### config.mk
export PLATFORM = sky130hd
export DESIGN_NAME = router_output_unit
export DESIGN_NICKNAME = d
export VERILOG_FILES = /design/src/rtl/router_output_unit.sv
export SDC_FILE = /design/constraint.sdc
export NUM_CORES = 1
export LEC_CHECK = 0
export CELL_PAD_IN_SITES_DETAIL_PLACEMENT = 0
export CELL_PAD_IN_SITES_GLOBAL_PLACEMENT = 1
export CORE_MARGIN = 2
export CORE_UTILIZATION = 43
export CTS_CLUSTER_DIAMETER = 150
export CTS_CLUSTER_SIZE = 8
export DETAILED_ROUTE_END_ITERATION = 10
export GPL_TIMING_DRIVEN = 1
export PLACE_DENSITY_LB_ADDON = 0.1
export SETUP_SLACK_MARGIN = 0.4
export SLEW_MARGIN = 20
export SYNTH_ARGS = -nofsm -noshare
export SYNTH_HDL_FRONTEND = slang
export SYNTH_SLANG_ARGS = --single-unit
### constraint.sdc
create_clock -name clk -period 5.8 [get_ports clk]
set_input_delay 1.16 -clock clk [delete_from_list [all_inputs] [get_ports clk]]
set_output_delay 1.16 -clock clk [all_outputs]
set_load 0.01 [all_outputs]
### src/rtl/router_output_unit.sv
// Output-side stage of the 5-port router: round-robin packet arbitration with
// per-packet port locking, followed by a small FIFO feeding the output link.
module router_output_unit #(
  parameter int unsigned DEPTH = 4,
  parameter int unsigned AW    = 2,
  parameter int unsigned WIDTH = 16
) (
  input  logic             clk,
  input  logic             reset,
  input  logic [4:0]       req,
  input  logic [WIDTH:0]   in0,
  input  logic [WIDTH:0]   in1,
  input  logic [WIDTH:0]   in2,
  input  logic [WIDTH:0]   in3,
  input  logic [WIDTH:0]   in4,
  output logic [4:0]       grant,
  output logic             available,
  output logic             ready,
  output logic [WIDTH-1:0] out_data,
  output logic             out_valid,
  input  logic             out_ready
);

  localparam int unsigned NP        = 5;
  localparam logic [1:0]  TYPE_TAIL = 2'b01;

  typedef enum logic {IDLE, LOCKED} state_t;

  state_t           state, state_next;
  logic [2:0]       owner, owner_next;
  logic [2:0]       ptr, ptr_next;
  logic [NP-1:0]    grant_next;
  logic             available_next;

  logic [WIDTH:0]   in_bus [NP];
  logic [WIDTH:0]   owner_in;
  logic             found;
  logic [2:0]       winner;
  logic [3:0]       cand;

  logic [WIDTH-1:0] mem [DEPTH];
  logic [AW-1:0]    wr_ptr, rd_ptr;
  logic [AW:0]      count;
  logic             wr_en, rd_en, tail_wr;

  assign in_bus[0] = in0;
  assign in_bus[1] = in1;
  assign in_bus[2] = in2;
  assign in_bus[3] = in3;
  assign in_bus[4] = in4;

  // Round-robin search: first requester at or above ptr, wrapping mod 5.
  always_comb begin
    found  = 1'b0;
    winner = ptr;
    cand   = '0;
    for (int k = 0; k < NP; k++) begin
      cand = 4'(ptr) + 4'(k);
      if (cand >= 4'(NP)) cand = cand - 4'(NP);
      if (!found && req[cand[2:0]]) begin
        found  = 1'b1;
        winner = cand[2:0];
      end
    end
  end

  assign owner_in  = in_bus[owner];
  assign ready     = (count != (AW+1)'(DEPTH));
  assign out_valid = (count != '0);
  assign out_data  = out_valid ? mem[rd_ptr] : '0;
  assign wr_en     = (state == LOCKED) && owner_in[WIDTH] && ready;
  assign tail_wr   = wr_en && (owner_in[WIDTH-1 -: 2] == TYPE_TAIL);
  assign rd_en     = out_valid && out_ready;

  always_ff @(posedge clk) begin
    if (reset) begin
      state     <= IDLE;
      owner     <= '0;
      ptr       <= '0;
      grant     <= '0;
      available <= 1'b1;
    end else begin
      state     <= state_next;
      owner     <= owner_next;
      ptr       <= ptr_next;
      grant     <= grant_next;
      available <= available_next;
    end
  end

  always_comb begin
    state_next     = state;
    owner_next     = owner;
    ptr_next       = ptr;
    grant_next     = '0;
    available_next = 1'b1;
    case (state)
      IDLE: begin
        if (found) begin
          state_next         = LOCKED;
          owner_next         = winner;
          grant_next[winner] = 1'b1;
          available_next     = 1'b0;
        end
      end
      LOCKED: begin
        grant_next[owner] = 1'b1;
        available_next    = 1'b0;
        // Tail write frees the port; the next search starts just past the owner.
        if (tail_wr) begin
          state_next     = IDLE;
          grant_next     = '0;
          available_next = 1'b1;
          ptr_next       = (owner == 3'(NP - 1)) ? 3'd0 : owner + 3'd1;
        end
      end
      default: state_next = IDLE;
    endcase
  end

  always_ff @(posedge clk) begin
    if (reset) begin
      wr_ptr <= '0;
      rd_ptr <= '0;
      count  <= '0;
    end else begin
      if (wr_en) wr_ptr <= wr_ptr + AW'(1);
      if (rd_en) rd_ptr <= rd_ptr + AW'(1);
      case ({wr_en, rd_en})
        2'b10:   count <= count + (AW+1)'(1);
        2'b01:   count <= count - (AW+1)'(1);
        default: count <= count;
      endcase
    end
  end

  // Storage is not reset; out_data is masked while empty.
  always_ff @(posedge clk) begin
    if (wr_en) mem[wr_ptr] <= owner_in[WIDTH-1:0];
  end

endmodule
# After elaboration in Yosys (flattened, before gate mapping)
# Memory sizes are Yosys's and may differ from the RTL's. A register that Yosys moved wholly into a read port is not among the register bits.
# Index checks and enable logic that the tools add are counted.
[word_totals] output_inout_bits=24 regBits=20 mem_count=1 ramBits=64 input_bits=93 word_cells=111
[op_classes] magnitude_cmp=15 n_bitwise=2 n_eq_ne=5 mux=48 reduce_logical=18 add_sub_neg=14
[mem_list] name="mem" depth=4 width=16 rd=1 rd_ports_with_merged_regs=1 wr=1 line="41" rtl="logic [WIDTH-1:0] mem [DEPTH];"
[op_table] operator="17-bit binary-select mux with 3-bit select" n=1
[op_table] operator="17-bit 2-to-1 mux" n=2
[op_table] operator="3-bit 2-to-1 mux" n=11
[op_table] operator="3-bit by 4-bit < comparator with 1-bit output, second input constant" n=7
[op_table] operator="1-bit 2-to-1 mux" n=18
[op_table] operator="4-bit by 3-bit greater-or-equal comparator with 1-bit output, second input constant" n=4
[op_table] operator="16-bit 2-to-1 mux" n=1
[op_table] operator="1-bit binary-select mux with 3-bit select" n=5
[op_table] operator="3-bit subtractor, second input constant" n=5
[op_table] operator="1-bit logical AND" n=10
[op_table] operator="5-bit 2-to-1 mux" n=2
[op_table] operator="5-bit one-hot mux with 2 select lines" n=1
[op_table] operator="3-bit by 2-bit adder with 4-bit output, second input constant" n=2
[op_table] operator="3-bit by 1-bit adder with 3-bit output, second input constant" n=2
[op_table] operator="1-bit demux with 3-bit select" n=2
[op_table] operator="3-bit by 1-bit greater-or-equal comparator with 1-bit output, second input constant" n=2
[op_table] operator="3-bit one-hot mux with 2 select lines" n=1
[op_table] operator="2-bit by 1-bit adder with 2-bit output, second input constant" n=2
[op_table] operator="3-bit by 1-bit adder with 4-bit output, second input constant" n=1
[op_table] operator="3-bit by 3-bit adder with 4-bit output, second input constant" n=1
[op_table] operator="2-bit by 1-bit == test with 1-bit output, second input constant" n=2
[op_table] operator="4-bit greater-or-equal comparator, second input constant" n=1
[op_table] operator="1-bit logical NOT" n=4
[op_table] operator="2-bit 2-to-1 mux" n=2
[op_table] operator="other kinds (11)" n=13

# Longest topological paths before layout
[depth] ltp_word=23 mapped_depth=14 ltp_nobuf=13

# Worst setup path before layout
# No wires, ideal clock.
[synth_path] path_type="flip-flop to flip-flop" from="register ptr[2]" to="register grant[0]" arrival_ns=3.261 setup_slack_ns=2.421 stages_incl_launch_ff=14 n_path_buf=3 cell_sequence="dfxtp_1 buf_4 clkbuf_1 inv_1 ha_1 clkbuf_1 a211o_1 a21oi_2 a31oi_1 and2_1 o311a_1 o32ai_2 nor2_1 a32o_1"
[synth_between] elab_chain_cells=23 elab_cells_between_ends=54 classes_between="add/sub: 9; order compare: 7; mux: 29; reduce/logical: 9"
[synth_rtl] element="from (decl)" line="31" rtl="logic [2:0] ptr, ptr_next;"
[synth_rtl] element="from (signal assigned)" line="85" rtl="ptr <= ptr_next;"
[synth_rtl] element="parallel branches: the longest is 21 deep, another holds 3-bit by 1-bit adder with 4-bit output"
[synth_rtl] element="5-bit 2-to-1 mux *" line="99" rtl="if (found) begin"
[synth_rtl] element="5-bit one-hot mux with 2 select lines *" line="97" rtl="case (state)"
[synth_rtl] element="to (signal assigned)" line="86" rtl="grant <= grant_next;"
[synth_rtl] element="to (decl)" line="16" rtl="output logic [4:0] grant,"
# Every way passes the cells marked *. The select of a mux whose other input is x is not followed.
# A chain may end at the register's enable or synchronous reset.

# Worst setup path after layout
[layout_path] from="register ptr[1]" to="register grant[0]"
# The elaborated chain is that of the path after synthesis.

==> impl_metrics.ini <==
[timing]
rsz0062_at_grt = false
min_period_ns = 4.02
hold_violations = 0
worstMarginPinSlew_ns = 1.03
setup_violations = 0
finClkSkew_ns = 0.00801
min_period_over_period_pct = 69.3
fmax_mhz = 249
slew_violations = 0
relSlewSlack_pct = 30.9
tns_ns = 0

[pwr]
p_sw_share_pct = 36.9
p_per_area_nw_per_um2 = 423
p_comb_share_pct = 48.6
clkPwrFrac_pct = 19.7
p_int_w = 0.00178
peakVddDrop_v = 0.000193
p_seq_share_pct = 31.6
switching_power_w = 0.00104
p_leak_nw = 2.34

[logic_synthesis]
netlist_instances = 442
synth_most_common_cell = edfxtp_1
synthArstFlopShare_pct = 0
synth_warnings = 0
ys.flop_type = edfxtp_1
synth_area_um2 = 5120
synth_seq_area_share_pct = 46.1
syn_nets = 552
synthTopCellsByCount = 64 x edfxtp_1, 38 x nor2_1, 28 x a21oi_1
synth.avg_cell_area_um2 = 11.6
synth_seq_cells = 86
synth.lib_cells_used.distinct = 68
synth_edf_count = 64
synth_top_area_share_pct = 37.5
yosysTopAreaCell = edfxtp_1
synthTopCellsByArea = edfxtp_1 38%, mux4_2 12%, dfxtp_1 8.6%

[finish]
drive_above_1_share_pct = 10.9
nets = 656
final_cell_count_no_fill = 694
synthToLayoutAreaGrowth_pct = 30.5
diodes = 0
final_area_um2 = 6690

[place]
portBuffers = 116
dp_hpwl_um = 9650
placed_area_um2 = 6390
gp_congestion = 0.831
placed_cells = 678

[routing]
wire_per_inst_um = 19.1
drc = 10
viasPerCell = 5.80
drtIter0Drc = 330
dr.pass1.iters = 8
vias = 4028
drtAntennaViolNets = 0
routed_wl_um = 13200

[global_route]
antenna_found_initial = 0
grt_first_pass_wirelength_um = 21000
grt_pass1_vias = 4157
grt_max_degree = 37
overflow = 0
groute.usage.overall_pct = 20.6

[min_path]
hold_end = count[2]
hold_path_class = register to register
hold_depth = 2
hold_path.startpoint = count[2]

[floorplanning]
initial_core_util_pct = 44.5
fp.dieArea_um2 = 12800
core_um2 = 11500
fp.dieW_um = 113
fp-row-count = 39
die_h_um = 113
io_pins = 117

[clock_tree]
postCtsSetupBuffers = 0
cts_tree = yes
holdBufCountCts = 0
clock_sinks = 86
cts_resized = 0
clk_pin_slew_ns = 0.07
numCtsBuffers = 9
root_buffer = clkbuf_16
clk_latency_ns = 0.33
clockBufferDepth = 2
htreeDepth = 3

[setup_path]
critical_path.cell_chain = inv_1 -> ha_1 -> nand2b_1 -> and2_1 -> a211oi_1 -> a32o_1 -> o21ba_2 -> o311a_1 -> o32ai_2 -> nor2_1 -> a32o_1
cpMaxStageDelayCell = dfxtp_1
critical_path.top_delay_family = compound AO/OA/AOI/OAI gates
cp-start-kind = register
crit_arrival_ns = 4.23
worst-path-buf-inv = 1
reg2reg_from = ptr[1]
r2r_setup_slack_ns = 1.78
cp-startpoint = ptr[1]
crit_top_cell = a32o_1
path_max_fanout = 16
ff2ff_path_depth = 11
critical_path.endpoint_type = register
max_stage_delay_ns = 0.73
rr_endpoint = grant[0]
required_ns = 6.02
crit_type = register to register

[status]
failed_checks = design-rule violations
status = finished, violations left

[flow_run]
drv_cap = 0
layer usage:
layer	routed length [µm]	share of wire, %	vias to the layer above	GRT usage, %
met2	6500	49	131	35.8
met4	70	0.53	0	3.98
met5	0	0	-	0
met1	5850	44	1984	27.7
met3	831	6.3	6	3.05
li1	-	-	1907	-
cell type report:
class	instances	area (µm²)
fillers	971	4830
multi-input cells	304	2550
flip-flops and latches	86	2360
repair buffers	122	1210
clock buffers	9	225
well taps	143	179
inverters	23	86.3
clock inverters	7	73.8
worst max-delay path by stage:
stage          endpoint  depth (start not counted)
2_1_floorplan  grant[0]                         13
3_3_place_gp   grant[0]                         10
3_5_place_dp   grant[0]                         10
4_1_cts        grant[0]                         10
5_1_grt        grant[0]                         10
6_report       grant[0]                         11
stage by stage:
step                      total power, W  util (%)  worst slack (ns)  hold WS [ns]
after floorplan                  0.00181         -              2.42         0.466
after global placement           0.00226      55.5              1.69         0.484
after detailed placement         0.00228      55.5              1.67         0.496
after CTS                        0.00283      58.1              1.86         0.513
after global routing             0.00300      58.1              1.49         0.562
final                            0.00283      58.1              1.78         0.508
worst min-delay path: cells and delay by family (launching register included):
family         cells  cell delay, ns
AO/OA/AOI/OAI      2            0.14
flip-flops         1            0.33
flip-flops by register name, indices dropped and copies added, names as in the netlist, named ones only:
| name | cells |
|---|---|
| available | 1 |
| count | 3 |
| grant | 5 |
| mem | 64 |
| owner | 3 |
| ptr | 3 |
| rd_ptr | 2 |
| state | 1 |
| wr_ptr | 2 |
cell families (layout without fill, tap and decap cells):
logic type	Yosys count	count (layout)	synth area share (%)
simple gates	120	120	12.1
compound gates	113	113	16.1
flops	86	86	46.1
buf+inv	52	161	4.13
mux	47	47	15.9
fa+ha+maj	17	17	4.44
xor+xnor	7	7	1.20
power by group through the flow:
stage | Clock (W) | Combinational [W] | Sequential (W)
floorplan | 0 | 0.000921 | 0.000888
global route | 0.000590 | 0.00150 | 0.000906
CTS | 0.000563 | 0.00138 | 0.000896
global placement | 0 | 0.00136 | 0.000904
detailed placement | 0 | 0.00137 | 0.000909
finish | 0.000557 | 0.00137 | 0.000894
cells in the final DEF, fill, tap and decap left out, types with 4 or more instances in the layout:
master / n
inv_1: 21
nand3_1: 6
clkbuf_16: 9
nor2_1: 38
dfxtp_1: 22
mux2i_1: 18
a211oi_1: 11
a32o_1: 4
a22oi_1: 7
clkdlybuf4s50_1: 116
mux4_2: 27
o31ai_1: 5
nand2b_1: 6
nor3b_1: 4
a21o_1: 4
o21ai_0: 5
nor3_1: 5
or3_1: 5
a22o_1: 10
ha_1: 15
buf_4: 6
edfxtp_1: 64
xnor2_1: 4
nor2b_1: 4
a21oi_1: 28
nand2_1: 14
and2_1: 24
o22ai_1: 9
Note: power is estimated with default switching activity, not from simulation.
